==> src/rtl/dual_port_request_scheduler_if.sv <==
// Request, response and memory-side bundle of the dual-port request scheduler.
// The scheduler uses the slave modport; the requesters and memory use master.
interface dual_port_request_scheduler_if #(
   parameter int WIDTH      = 12,
   parameter int ADDR_TOTAL = 10
);
   logic                  i_req_valid_a;
   logic                  i_req_valid_b;
   logic                  o_req_ready_a;
   logic                  o_req_ready_b;
   logic                  i_req_we_a;
   logic                  i_req_we_b;
   logic [ADDR_TOTAL-1:0] i_req_addr_a;
   logic [ADDR_TOTAL-1:0] i_req_addr_b;
   logic [WIDTH-1:0]      i_req_din_a;
   logic [WIDTH-1:0]      i_req_din_b;
   logic                  o_rsp_valid_a;
   logic                  o_rsp_valid_b;
   logic [WIDTH-1:0]      o_rsp_data_a;
   logic [WIDTH-1:0]      o_rsp_data_b;
   logic                  o_mem_en_a;
   logic                  o_mem_en_b;
   logic                  o_mem_we_a;
   logic                  o_mem_we_b;
   logic [ADDR_TOTAL-1:0] o_mem_addr_a;
   logic [ADDR_TOTAL-1:0] o_mem_addr_b;
   logic [WIDTH-1:0]      o_mem_din_a;
   logic [WIDTH-1:0]      o_mem_din_b;
   logic [WIDTH-1:0]      i_mem_dout_a;
   logic [WIDTH-1:0]      i_mem_dout_b;
   logic [15:0]           o_conflict_cnt;

   modport slave (
      input  i_req_valid_a, i_req_valid_b, i_req_we_a, i_req_we_b,
      input  i_req_addr_a, i_req_addr_b, i_req_din_a, i_req_din_b,
      input  i_mem_dout_a, i_mem_dout_b,
      output o_req_ready_a, o_req_ready_b, o_rsp_valid_a, o_rsp_valid_b,
      output o_rsp_data_a, o_rsp_data_b, o_mem_en_a, o_mem_en_b,
      output o_mem_we_a, o_mem_we_b, o_mem_addr_a, o_mem_addr_b,
      output o_mem_din_a, o_mem_din_b, o_conflict_cnt
   );

   modport master (
      output i_req_valid_a, i_req_valid_b, i_req_we_a, i_req_we_b,
      output i_req_addr_a, i_req_addr_b, i_req_din_a, i_req_din_b,
      output i_mem_dout_a, i_mem_dout_b,
      input  o_req_ready_a, o_req_ready_b, o_rsp_valid_a, o_rsp_valid_b,
      input  o_rsp_data_a, o_rsp_data_b, o_mem_en_a, o_mem_en_b,
      input  o_mem_we_a, o_mem_we_b, o_mem_addr_a, o_mem_addr_b,
      input  o_mem_din_a, o_mem_din_b, o_conflict_cnt
   );
endinterface

==> src/rtl/dual_port_request_scheduler.sv <==
// Two-port request scheduler: per-port 2-entry FIFOs, A-first same-address hazard
// arbitration, in-order read responses. Macro SCHED_CONFLICT_CNT_EN adds the hazard counter.
module dual_port_request_scheduler #(
   parameter int WIDTH      = 12,
   parameter int ADDR_TOTAL = 10,
   parameter int NUM_BANK   = 4,
   parameter int MEM_LAT    = 1
) (
   input logic                     i_clk,
   input logic                     i_rst_n,
   dual_port_request_scheduler_if.slave bus
);
   localparam int NP = 2;

   typedef struct packed {
      logic                  we;
      logic [ADDR_TOTAL-1:0] addr;
      logic [WIDTH-1:0]      din;
   } req_t;

   logic             req_valid  [NP];
   req_t             req_in     [NP];
   logic             req_ready  [NP];
   logic             head_valid [NP];
   req_t             head       [NP];
   logic             hold       [NP];
   logic             issue      [NP];
   logic [WIDTH-1:0] mem_dout   [NP];
   logic             rsp_valid  [NP];
   logic [WIDTH-1:0] rsp_data   [NP];
   logic             hazard;

   assign req_valid[0] = bus.i_req_valid_a;
   assign req_valid[1] = bus.i_req_valid_b;
   assign req_in[0]    = {bus.i_req_we_a, bus.i_req_addr_a, bus.i_req_din_a};
   assign req_in[1]    = {bus.i_req_we_b, bus.i_req_addr_b, bus.i_req_din_b};
   assign mem_dout[0]  = bus.i_mem_dout_a;
   assign mem_dout[1]  = bus.i_mem_dout_b;

   // Same address with at least one write: B waits so A's access lands first.
   assign hazard  = head_valid[0] && head_valid[1] &&
                    (head[0].addr == head[1].addr) && (head[0].we || head[1].we);
   assign hold[0] = 1'b0;
   assign hold[1] = hazard;

   genvar gi;
   generate
      for (gi = 0; gi < NP; gi++) begin : g_port
         req_t             slot_reg [2];
         logic             wr_ptr_reg;
         logic             rd_ptr_reg;
         logic [1:0]       count_reg;
         logic             push;
         logic             pop;
         logic [MEM_LAT-1:0] rd_pipe_reg;
         logic             rsp_valid_reg;
         logic [WIDTH-1:0] rsp_data_reg;

         assign req_ready[gi]  = (count_reg != 2'd2);
         assign push           = req_valid[gi] && req_ready[gi];
         assign pop            = issue[gi];
         assign head_valid[gi] = (count_reg != 2'd0);
         assign head[gi]       = slot_reg[rd_ptr_reg];
         assign issue[gi]      = head_valid[gi] && !hold[gi];

         always_ff @(posedge i_clk) begin
            if (!i_rst_n) begin
               wr_ptr_reg <= 1'b0;
               rd_ptr_reg <= 1'b0;
               count_reg  <= 2'd0;
            end else begin
               if (push) begin
                  slot_reg[wr_ptr_reg] <= req_in[gi];
                  wr_ptr_reg           <= !wr_ptr_reg;
               end
               if (pop) begin
                  rd_ptr_reg <= !rd_ptr_reg;
               end
               count_reg <= count_reg + {1'b0, push} - {1'b0, pop};
            end
         end

         // Read-issued bits track the memory latency; the tap qualifies the memory output.
         always_ff @(posedge i_clk) begin
            if (!i_rst_n) begin
               rd_pipe_reg   <= '0;
               rsp_valid_reg <= 1'b0;
               rsp_data_reg  <= '0;
            end else begin
               for (int i = MEM_LAT - 1; i > 0; i--) begin
                  rd_pipe_reg[i] <= rd_pipe_reg[i-1];
               end
               rd_pipe_reg[0] <= issue[gi] && !head[gi].we;
               rsp_valid_reg  <= rd_pipe_reg[MEM_LAT-1];
               if (rd_pipe_reg[MEM_LAT-1]) begin
                  rsp_data_reg <= mem_dout[gi];
               end
            end
         end

         assign rsp_valid[gi] = rsp_valid_reg;
         assign rsp_data[gi]  = rsp_data_reg;
      end
   endgenerate

   assign bus.o_req_ready_a = req_ready[0];
   assign bus.o_req_ready_b = req_ready[1];
   assign bus.o_rsp_valid_a = rsp_valid[0];
   assign bus.o_rsp_valid_b = rsp_valid[1];
   assign bus.o_rsp_data_a  = rsp_data[0];
   assign bus.o_rsp_data_b  = rsp_data[1];

   assign bus.o_mem_en_a    = issue[0];
   assign bus.o_mem_we_a    = issue[0] && head[0].we;
   assign bus.o_mem_addr_a  = issue[0] ? head[0].addr : '0;
   assign bus.o_mem_din_a   = issue[0] ? head[0].din  : '0;
   assign bus.o_mem_en_b    = issue[1];
   assign bus.o_mem_we_b    = issue[1] && head[1].we;
   assign bus.o_mem_addr_b  = issue[1] ? head[1].addr : '0;
   assign bus.o_mem_din_b   = issue[1] ? head[1].din  : '0;

`ifdef SCHED_CONFLICT_CNT_EN
   logic [15:0] conflict_cnt_reg;

   always_ff @(posedge i_clk) begin
      if (!i_rst_n) begin
         conflict_cnt_reg <= 16'h0;
      end else if (hazard && (conflict_cnt_reg != 16'hFFFF)) begin
         conflict_cnt_reg <= conflict_cnt_reg + 16'h1;
      end
   end

   assign bus.o_conflict_cnt = conflict_cnt_reg;
`else
   assign bus.o_conflict_cnt = 16'h0;
`endif

endmodule

==> src/flat_wrapper.sv <==
// flat-port wrapper written by rule: the top's interface ports become plain ports
module dual_port_request_scheduler_flat 
#(
   parameter int WIDTH      = 12,
   parameter int ADDR_TOTAL = 10,
   parameter int NUM_BANK   = 4,
   parameter int MEM_LAT    = 1
)
  (i_clk, i_rst_n, bus_i_req_valid_a, bus_i_req_valid_b, bus_i_req_we_a, bus_i_req_we_b, bus_i_req_addr_a, bus_i_req_addr_b, bus_i_req_din_a, bus_i_req_din_b, bus_i_mem_dout_a, bus_i_mem_dout_b, bus_o_req_ready_a, bus_o_req_ready_b, bus_o_rsp_valid_a, bus_o_rsp_valid_b, bus_o_rsp_data_a, bus_o_rsp_data_b, bus_o_mem_en_a, bus_o_mem_en_b, bus_o_mem_we_a, bus_o_mem_we_b, bus_o_mem_addr_a, bus_o_mem_addr_b, bus_o_mem_din_a, bus_o_mem_din_b, bus_o_conflict_cnt);
  dual_port_request_scheduler_if #(.WIDTH(WIDTH), .ADDR_TOTAL(ADDR_TOTAL)) bus_i ();
  input logic i_clk;
  input logic i_rst_n;
  input wire logic [$bits(bus_i.i_req_valid_a)-1:0] bus_i_req_valid_a;
  input wire logic [$bits(bus_i.i_req_valid_b)-1:0] bus_i_req_valid_b;
  input wire logic [$bits(bus_i.i_req_we_a)-1:0] bus_i_req_we_a;
  input wire logic [$bits(bus_i.i_req_we_b)-1:0] bus_i_req_we_b;
  input wire logic [$bits(bus_i.i_req_addr_a)-1:0] bus_i_req_addr_a;
  input wire logic [$bits(bus_i.i_req_addr_b)-1:0] bus_i_req_addr_b;
  input wire logic [$bits(bus_i.i_req_din_a)-1:0] bus_i_req_din_a;
  input wire logic [$bits(bus_i.i_req_din_b)-1:0] bus_i_req_din_b;
  input wire logic [$bits(bus_i.i_mem_dout_a)-1:0] bus_i_mem_dout_a;
  input wire logic [$bits(bus_i.i_mem_dout_b)-1:0] bus_i_mem_dout_b;
  output wire logic [$bits(bus_i.o_req_ready_a)-1:0] bus_o_req_ready_a;
  output wire logic [$bits(bus_i.o_req_ready_b)-1:0] bus_o_req_ready_b;
  output wire logic [$bits(bus_i.o_rsp_valid_a)-1:0] bus_o_rsp_valid_a;
  output wire logic [$bits(bus_i.o_rsp_valid_b)-1:0] bus_o_rsp_valid_b;
  output wire logic [$bits(bus_i.o_rsp_data_a)-1:0] bus_o_rsp_data_a;
  output wire logic [$bits(bus_i.o_rsp_data_b)-1:0] bus_o_rsp_data_b;
  output wire logic [$bits(bus_i.o_mem_en_a)-1:0] bus_o_mem_en_a;
  output wire logic [$bits(bus_i.o_mem_en_b)-1:0] bus_o_mem_en_b;
  output wire logic [$bits(bus_i.o_mem_we_a)-1:0] bus_o_mem_we_a;
  output wire logic [$bits(bus_i.o_mem_we_b)-1:0] bus_o_mem_we_b;
  output wire logic [$bits(bus_i.o_mem_addr_a)-1:0] bus_o_mem_addr_a;
  output wire logic [$bits(bus_i.o_mem_addr_b)-1:0] bus_o_mem_addr_b;
  output wire logic [$bits(bus_i.o_mem_din_a)-1:0] bus_o_mem_din_a;
  output wire logic [$bits(bus_i.o_mem_din_b)-1:0] bus_o_mem_din_b;
  output wire logic [$bits(bus_i.o_conflict_cnt)-1:0] bus_o_conflict_cnt;
  assign bus_i.i_req_valid_a = bus_i_req_valid_a;
  assign bus_i.i_req_valid_b = bus_i_req_valid_b;
  assign bus_i.i_req_we_a = bus_i_req_we_a;
  assign bus_i.i_req_we_b = bus_i_req_we_b;
  assign bus_i.i_req_addr_a = bus_i_req_addr_a;
  assign bus_i.i_req_addr_b = bus_i_req_addr_b;
  assign bus_i.i_req_din_a = bus_i_req_din_a;
  assign bus_i.i_req_din_b = bus_i_req_din_b;
  assign bus_i.i_mem_dout_a = bus_i_mem_dout_a;
  assign bus_i.i_mem_dout_b = bus_i_mem_dout_b;
  assign bus_o_req_ready_a = bus_i.o_req_ready_a;
  assign bus_o_req_ready_b = bus_i.o_req_ready_b;
  assign bus_o_rsp_valid_a = bus_i.o_rsp_valid_a;
  assign bus_o_rsp_valid_b = bus_i.o_rsp_valid_b;
  assign bus_o_rsp_data_a = bus_i.o_rsp_data_a;
  assign bus_o_rsp_data_b = bus_i.o_rsp_data_b;
  assign bus_o_mem_en_a = bus_i.o_mem_en_a;
  assign bus_o_mem_en_b = bus_i.o_mem_en_b;
  assign bus_o_mem_we_a = bus_i.o_mem_we_a;
  assign bus_o_mem_we_b = bus_i.o_mem_we_b;
  assign bus_o_mem_addr_a = bus_i.o_mem_addr_a;
  assign bus_o_mem_addr_b = bus_i.o_mem_addr_b;
  assign bus_o_mem_din_a = bus_i.o_mem_din_a;
  assign bus_o_mem_din_b = bus_i.o_mem_din_b;
  assign bus_o_conflict_cnt = bus_i.o_conflict_cnt;
  dual_port_request_scheduler #(.WIDTH(WIDTH), .ADDR_TOTAL(ADDR_TOTAL), .NUM_BANK(NUM_BANK), .MEM_LAT(MEM_LAT)) u_core (.i_clk(i_clk), .i_rst_n(i_rst_n), .bus(bus_i));
endmodule
==> config.mk <==
export PLATFORM = sky130hd
export DESIGN_NAME = dual_port_request_scheduler_flat
export DESIGN_NICKNAME = d
export VERILOG_FILES = /design/src/rtl/dual_port_request_scheduler_if.sv /design/src/rtl/dual_port_request_scheduler.sv /design/src/flat_wrapper.sv
export SDC_FILE = /design/constraint.sdc
export NUM_CORES = 1
export LEC_CHECK = 0
export CAP_MARGIN = 10
export CORE_UTILIZATION = 42
export CTS_CLUSTER_DIAMETER = 100
export DETAILED_ROUTE_END_ITERATION = 8
export PLACE_DENSITY = 0.81
export SLEW_MARGIN = 15
export SYNTH_ARGS = -nofsm -noshare
export SYNTH_HDL_FRONTEND = slang
export SYNTH_SLANG_ARGS = --single-unit
==> constraint.sdc <==
create_clock -name i_clk -period 3.1 [get_ports i_clk]
set_input_delay 0.62 -clock i_clk [delete_from_list [all_inputs] [get_ports i_clk]]
set_output_delay 0.62 -clock i_clk [all_outputs]
set_load 0.01 [all_outputs]
==> results of run 1 <==
power by group:
| group | switching, mW | total (mW) | internal (mW) |
|---|---|---|---|
| Sequential | 0.106 | 2.11 | 2.01 |
| Clock | 0.720 | 2.01 | 1.29 |
| Combinational | 0.721 | 1.66 | 0.943 |
worst max path at each step:
stage	startpoint	end
4_1_cts	register	bus_o_mem_addr_b[4]
6_report	register	bus_o_mem_addr_b[1]
2_1_floorplan	i_rst_n	u_core.g_port[0].slot_reg[0][0]
3_3_place_gp	register	bus_o_mem_addr_b[5]
5_1_grt	register	bus_o_mem_addr_b[1]
3_5_place_dp	register	bus_o_mem_addr_b[5]
Yosys cell counts, drive strengths merged:
cell | instances | area, um2
inv | 5 | 18.8
conb | 1 | 3.75
and3 | 3 | 18.8
nand2 | 5 | 18.8
dfxtp | 38 | 761
ha | 2 | 25.0
o32ai | 1 | 27.5
nor2b | 24 | 150
xnor2 | 14 | 123
xor2 | 1 | 8.76
nor3 | 1 | 5.00
nor3b | 2 | 15.0
mux2i | 70 | 701
nand3 | 3 | 15.0
or4 | 1 | 7.51
edfxtp | 92 | 2760
nor2 | 50 | 188
o21ai | 1 | 5.00
and4 | 1 | 8.76
a21boi | 1 | 7.51
a21oi | 2 | 10.0
nand4 | 2 | 25.0
nand2b | 1 | 6.26
clkbuf | 10 | 37.5
and2 | 9 | 56.3
buf | 24 | 213
logic make-up (layout without fill, tap and decap cells):
kind of cell,count (synthesis),after routing
AOI/OAI and AO/OA,5,5
xor gates and xnor gates,15,15
adders and majority gates,2,2
buffers and inverters,39,220
DFF,130,130
muxes,70,70
other,1,16
and+or+nand+nor,102,102
layer usage:
layer	vias up	wire length, um	share of wire	GRT usage
met5	-	0	0	0
met2	147	5940	0.51	0.301
met1	1627	4870	0.41	0.226
met3	17	754	0.064	0.0616
li1	1623	-	-	-
met4	0	186	0.016	0.0509
tightest hold or removal path, cell delays in order, from the launching register on:
cell and delay, ns:
dfxtp_1 0.32, mux2i_1 0.06, nor2b_1 0.09
cell type report:
type	instances	area, um2
multi-input combinational	210	1730
tap	168	210
clock inverter	13	160
clock buffer	19	443
inverter	5	18.8
fill	874	4140
timing repair buffer	183	1830
sequential	130	3530
repair_timing:
item	in CTS	in global routing
cloned	3	3
pin swaps	1	4
resized for setup	58	62
setup buffers	5	12
hold endpoints to repair	0	0
endpoints found under the setup margin	24	24
stage by stage:
stage               std cells  power, mW  setup slack, ns
floorplan                 379       2.85           0.0761
global route              728       6.04           -0.116
global placement          674       3.39           0.0512
finish                    728       5.78         -0.00468
detailed placement        674       3.41           0.0412
CTS                       714       5.65           -0.284
layout by cell type, fill, tap and decap left out, types with 4 or more instances in the layout:
cell             instances
conb_1                  16
inv_1                    5
mux2i_1                 48
edfxtp_1                92
buf_12                   4
dlymetal6s2s_1           4
clkbuf_16               20
buf_4                   22
mux2i_2                  7
clkdlybuf4s50_1        125
nor2b_1                 24
nand2_1                  5
mux2i_4                 15
and2_1                   8
dfxtp_1                 36
xnor2_1                 12
nor2_1                  48
clkbuf_2                20
==> summary.txt, run 1 <==
Critical path
  – Cells along the critical path: buf_12 -> mux2i_4 -> xnor2_2 -> nand4_2 -> o32ai_4 -> buf_6 -> buf_4 -> clkbuf_16 -> nor2_1 -> clkbuf_2
  – Delay-heaviest family, CP: buffers and inverters
  – Crit. path cell count: 10
  – Worst setup path class: register to primary output
  – CP max stage cell: dfxtp_4
  – CP arrival: 2.48 ns
  – Worst path bufs/invs: 5
  – R2R cell count: 14
  – Worst path required time: 2.48 ns
  – Largest fanout on the critical path: 6
  – CP Capture Type: primary output
  – Slowest stage delay, CP: 0.39 ns
  – Worst r2r dst: u_core.g_port[1].count_reg[1]
  – Startpoint Class: register
  – R2R Setup Slk: 0.26 ns

GRT
  – Number of global-route vias before repair: 3,400
  – Pin count of the biggest net entering global routing: 26
  – First-pass GRT wire length: 17,700 um
  – Initial antenna violation count: 0
  – GR Util All Layers: 0.181
  – Overflow after GRT: 0

Synth
  – Mapped Cells: 364
  – Syn_area_per_cell: 14.3 um2
  – Synth Area in Compound Gates: 0.00959
  – Post-Synthesis Cell Area: 5220 um2
  – Synth Area in Adders: 0.00480
  – Post-synthesis simple-gate area fraction: 0.0986
  – Seq/Total Area, Yosys: 0.675
  – Synth warn: 0
  – Post-synthesis mux area share: 0.134
  – XOR/XNOR Fraction of Synth Area: 0.0252
  – #FFs+latches synth: 130
  – Yosys cell types: 30
  – Largest family of logic cells by synthesized area: multiplexers

Outcome
  – Failing checks: negative setup slack
  – Outcome: finished, violations left

CTS
  – CTS max path bufs: 2
  – TritonCTS sink count: 130
  – H-tree Lvls: 4
  – CTS root buf: clkbuf_16
  – Clock transition at the registers of the reported paths: 0.06 ns
  – Skew-Pair Late Insertion Delay: 0.40 ns
  – Hold_buf cts: 0
  – Total CTS buffers: 17
  – CTS tree: done

Layout
  – NumNets Final: 623
  – Final Cell Area: 7920 um2
  – Area Growth Syn to Fin: 51.9%
  – N_diodes: 0
  – Layout cell share with drive strength beyond 1: 0.209
  – Largest register FFs: 92
  – Final core utilization: 0.657

Die
  – Starting Density: 0.433
  – Die H: 113 um
  – Core Area: 12,100 um2
  – Die area: 12,900 um2
  – Die Wd: 113 um
  – # IOs: 166
  – Num rows: 40

Timing
  – Rel. slew slack: 0.527
  – Setup-failing EPs final: 3
  – Final Skew: 0.00967 ns
  – Peak Freq: 322 MHz
  – Slew at the pin with the worst max-slew slack: 0.709 ns
  – RSZ-0062 raised after global routing: yes
  – Fin crit period: 3.10 ns
  – Hold slack: 0.509 ns
  – Final number of hold-violating endpoints: 0
  – Setup TNS: -0.00949 ns
  – Final WS setup: -0.00468 ns
  – Final Slew Violations: 0
  – Crit share post-route: 1.00

Worst hold path
  – Min-Delay Endpoint: u_core.bus.o_rsp_data_a[0]
  – Hold Path Stages: 2
  – Hold crit path type: register to register
  – Hold path start: u_core.bus.o_rsp_data_a[0]

Placed design
  – IO buf count: 149
  – DPL Wire Length: 7390 um
  – Post-Place Cell Area: 6850 um2
  – GPL Wtd Cong: 0.739

Route
  – Routed wire per std cell: 16.1 um
  – DR vias/cell: 4.69
  – Via count of the routed design: 3,414
  – Post-route DRC: 0
  – Routed wire length: 11,700 um
  – Initial drt markers: 153
  – Routed Antenna Nets: 0
  – Drt first pass iters: 4

Pwr
  – Leakage: 2.89 nW
  – P per Cell Area: 730 nW/um2
  – Worst-case vdd ir drop: 0.566 mV

Flow run
  – # Max-Cap Violations: 0
Note: power is estimated with default switching activity, not from simulation.
==> run 2, diff against run 1 <==
--- a/config.mk
+++ b/config.mk
@@ -6,6 +6,7 @@
 export NUM_CORES = 1
 export LEC_CHECK = 0
 export CAP_MARGIN = 10
+export CORE_ASPECT_RATIO = 1.5
 export CORE_UTILIZATION = 42
 export CTS_CLUSTER_DIAMETER = 100
 export DETAILED_ROUTE_END_ITERATION = 8
==> run 2 against run 1 <==
The run still ends with negative setup slack left. Sequential cell count did not move. Final area rose by 1.5%. Critical path depth rose by 2. Clock skew fell by 0.0024 ns. Hold slack improved by 0.0032 ns. Cell count fell by 0.96%. Count of clock-buffer cells in the layout fell by 2. Via count fell by 0.56%. Clock power rose by 3%. Power rose by 3.3%. Register-to-register slack got worse by 0.19 ns. Fmax fell by 4.4%. Critical endpoint is now bus_o_mem_addr_b[8]. Largest cell class unchanged. Highest routed layer unchanged.
==> summary.txt, run 2 (synthesis results as in run 1) <==
Timing
  – Setup TNS: -1.01 ns
  – Hold slack: 0.512 ns
  – Crit share post-route: 1.05
  – Fin crit period: 3.25 ns
  – Slew at the pin with the worst max-slew slack: 0.741 ns
  – Final Slew Violations: 0
  – Final Skew: 0.00730 ns
  – RSZ-0062 raised after global routing: yes
  – Setup-failing EPs final: 15
  – Final number of hold-violating endpoints: 0
  – Rel. slew slack: 0.506
  – Peak Freq: 308 MHz
  – Final WS setup: -0.147 ns

GRT
  – GR Util All Layers: 0.180
  – First-pass GRT wire length: 17,200 um
  – Initial antenna violation count: 0
  – Overflow after GRT: 0
  – Pin count of the biggest net entering global routing: 30
  – Number of global-route vias before repair: 3,393

Layout
  – Largest register FFs: 92
  – Layout cell share with drive strength beyond 1: 0.227
  – Fillers: 843
  – Commonest non-fill, non-tap cell in the layout: clkdlybuf4s50_1
  – Area occupied by multi-input gates: 1770 um2
  – Area Growth Syn to Fin: 54.1%
  – Register area: 3530 um2
  – Final core utilization: 0.666
  – N_diodes: 0
  – Commonest cells after routing, fill and taps aside: clkdlybuf4s50_1 (125), edfxtp_1 (92), mux2i_1 (51)
  – NumNets Final: 631
  – Post-Layout Cell Count: 721

Route
  – Routed Antenna Nets: 0
  – Via count of the routed design: 3,395
  – Drt first pass iters: 4
  – Routed wire per std cell: 16.4 um
  – Post-route DRC: 0
  – DR vias/cell: 4.71
  – Initial drt markers: 72
  – Routed wire length: 11,800 um

Die
  – Die area: 12,900 um2
  – Core Area: 12,100 um2
  – Die H: 139 um
  – Die Wd: 93.0 um
  – Starting Density: 0.432
  – # IOs: 166
  – Num rows: 49

Critical path
  – Slowest stage delay, CP: 0.36 ns
  – CP most frequent cell: buf_6
  – Worst path required time: 2.48 ns
  – CP max stage cell: dfxtp_4
  – Startpoint Class: register
  – Cells along the critical path: buf_12 -> buf_12 -> mux2i_4 -> xnor2_2 -> nand4_2 -> o32ai_4 -> buf_6 -> buf_6 -> buf_6 -> buf_6 -> nor2_2 -> buf_2
  – Worst setup path class: register to primary output
  – Largest fanout on the critical path: 6
  – R2R Setup Slk: 0.07 ns
  – Delay-heaviest family, CP: buffers and inverters
  – CP Capture Type: primary output
  – Worst path bufs/invs: 7
  – CP arrival: 2.63 ns

Pwr
  – Power, Total: 5.97 mW
  – P per Cell Area: 743 nW/um2
  – Leakage: 3.00 nW
  – Worst-case vdd ir drop: 0.510 mV

CTS
  – H-tree Lvls: 4
  – CTS root buf: clkbuf_16
  – Clock transition at the registers of the reported paths: 0.06 ns
  – TritonCTS sink count: 130
  – Total CTS buffers: 17
  – CTS max path bufs: 2
  – CTS tree: done
  – Skew-Pair Late Insertion Delay: 0.41 ns
  – Hold_buf cts: 0

Outcome
  – Outcome: finished, violations left
  – Failing checks: negative setup slack

Worst hold path
  – Hold crit path type: register to register

Flow run
  – # Max-Cap Violations: 0

Placed design
  – DPL Wire Length: 8140 um
  – GPL Wtd Cong: 0.780
  – IO buf count: 149
  – Placed cells: 665
==> run 2: per-layer routing <==
| layer | share of wire | global-route usage | vias to the layer above |
|---|---|---|---|
| li1 | - | - | 1635 |
| met1 | 0.37 | 0.188 | 1610 |
| met2 | 0.56 | 0.329 | 120 |
| met3 | 0.041 | 0.0435 | 30 |
| met4 | 0.035 | 0.0883 | 0 |
| met5 | 0 | 0 | - |
==> run 2: final timing paths <==
check | startpoint | end | cells past startpoint
setup reg to reg | register | u_core.g_port[1].count_reg[1] | 16
hold / removal | u_core.g_port[0].count_reg[1] | u_core.g_port[0].count_reg[1] | 1
setup / recovery | register | bus_o_mem_addr_b[8] | 12
hold reg to reg | u_core.g_port[0].count_reg[1] | u_core.g_port[0].count_reg[1] | 1
==> run 2: through the flow <==
step,instance area [um2],setup slack [ns]
4_1_cts,7670,-0.192
3_5_place_dp,6860,0.0906
5_1_grt,8040,-0.218
6_report,8040,-0.147
3_3_place_gp,6860,0.119
2_1_floorplan,5270,0.0761
==> run 2: layout make-up <==
class	instances	area share
Clock buffer	17	0.0529
Clock inverter	15	0.0244
Inverter	5	0.00265
Multi-Input combinational cell	210	0.220
Sequential cell	130	0.439
Tap cell	153	0.0238
Timing Repair Buffer	191	0.237
==> run 2: what timing repair did <==
action | CTS | global route
resized for setup | 30 | 102
cloned | 1 | 2
endpoints found under the setup margin | 24 | 24
buffers inserted | 1 | 21
pin swaps | 1 | 9
==> run 2: worst reg2reg max path: stages, from the launching register on <==
cell and delay, ns:
dfxtp_4 0.36, buf_12 0.14, buf_12 0.14, mux2i_4 0.27, xnor2_2 0.17, nand4_2 0.18, o32ai_4 0.32, buf_6 0.16
buf_6 0.11, buf_6 0.12, inv_4 0.04, ha_1 0.28, inv_1 0.05, ha_1 0.18, xnor2_1 0.14, xnor2_1 0.12
and2_1 0.16
==> run 2: report_power, final <==
group | switching, mW | leakage (nW) | total [mW] | internal, mW
clock network | 0.776 | 0.295 | 2.07 | 1.29
logic | 0.782 | 1.55 | 1.80 | 1.02
registers | 0.0964 | 1.15 | 2.10 | 2.01
total | 1.65 | 3.00 | 5.97 | 4.32
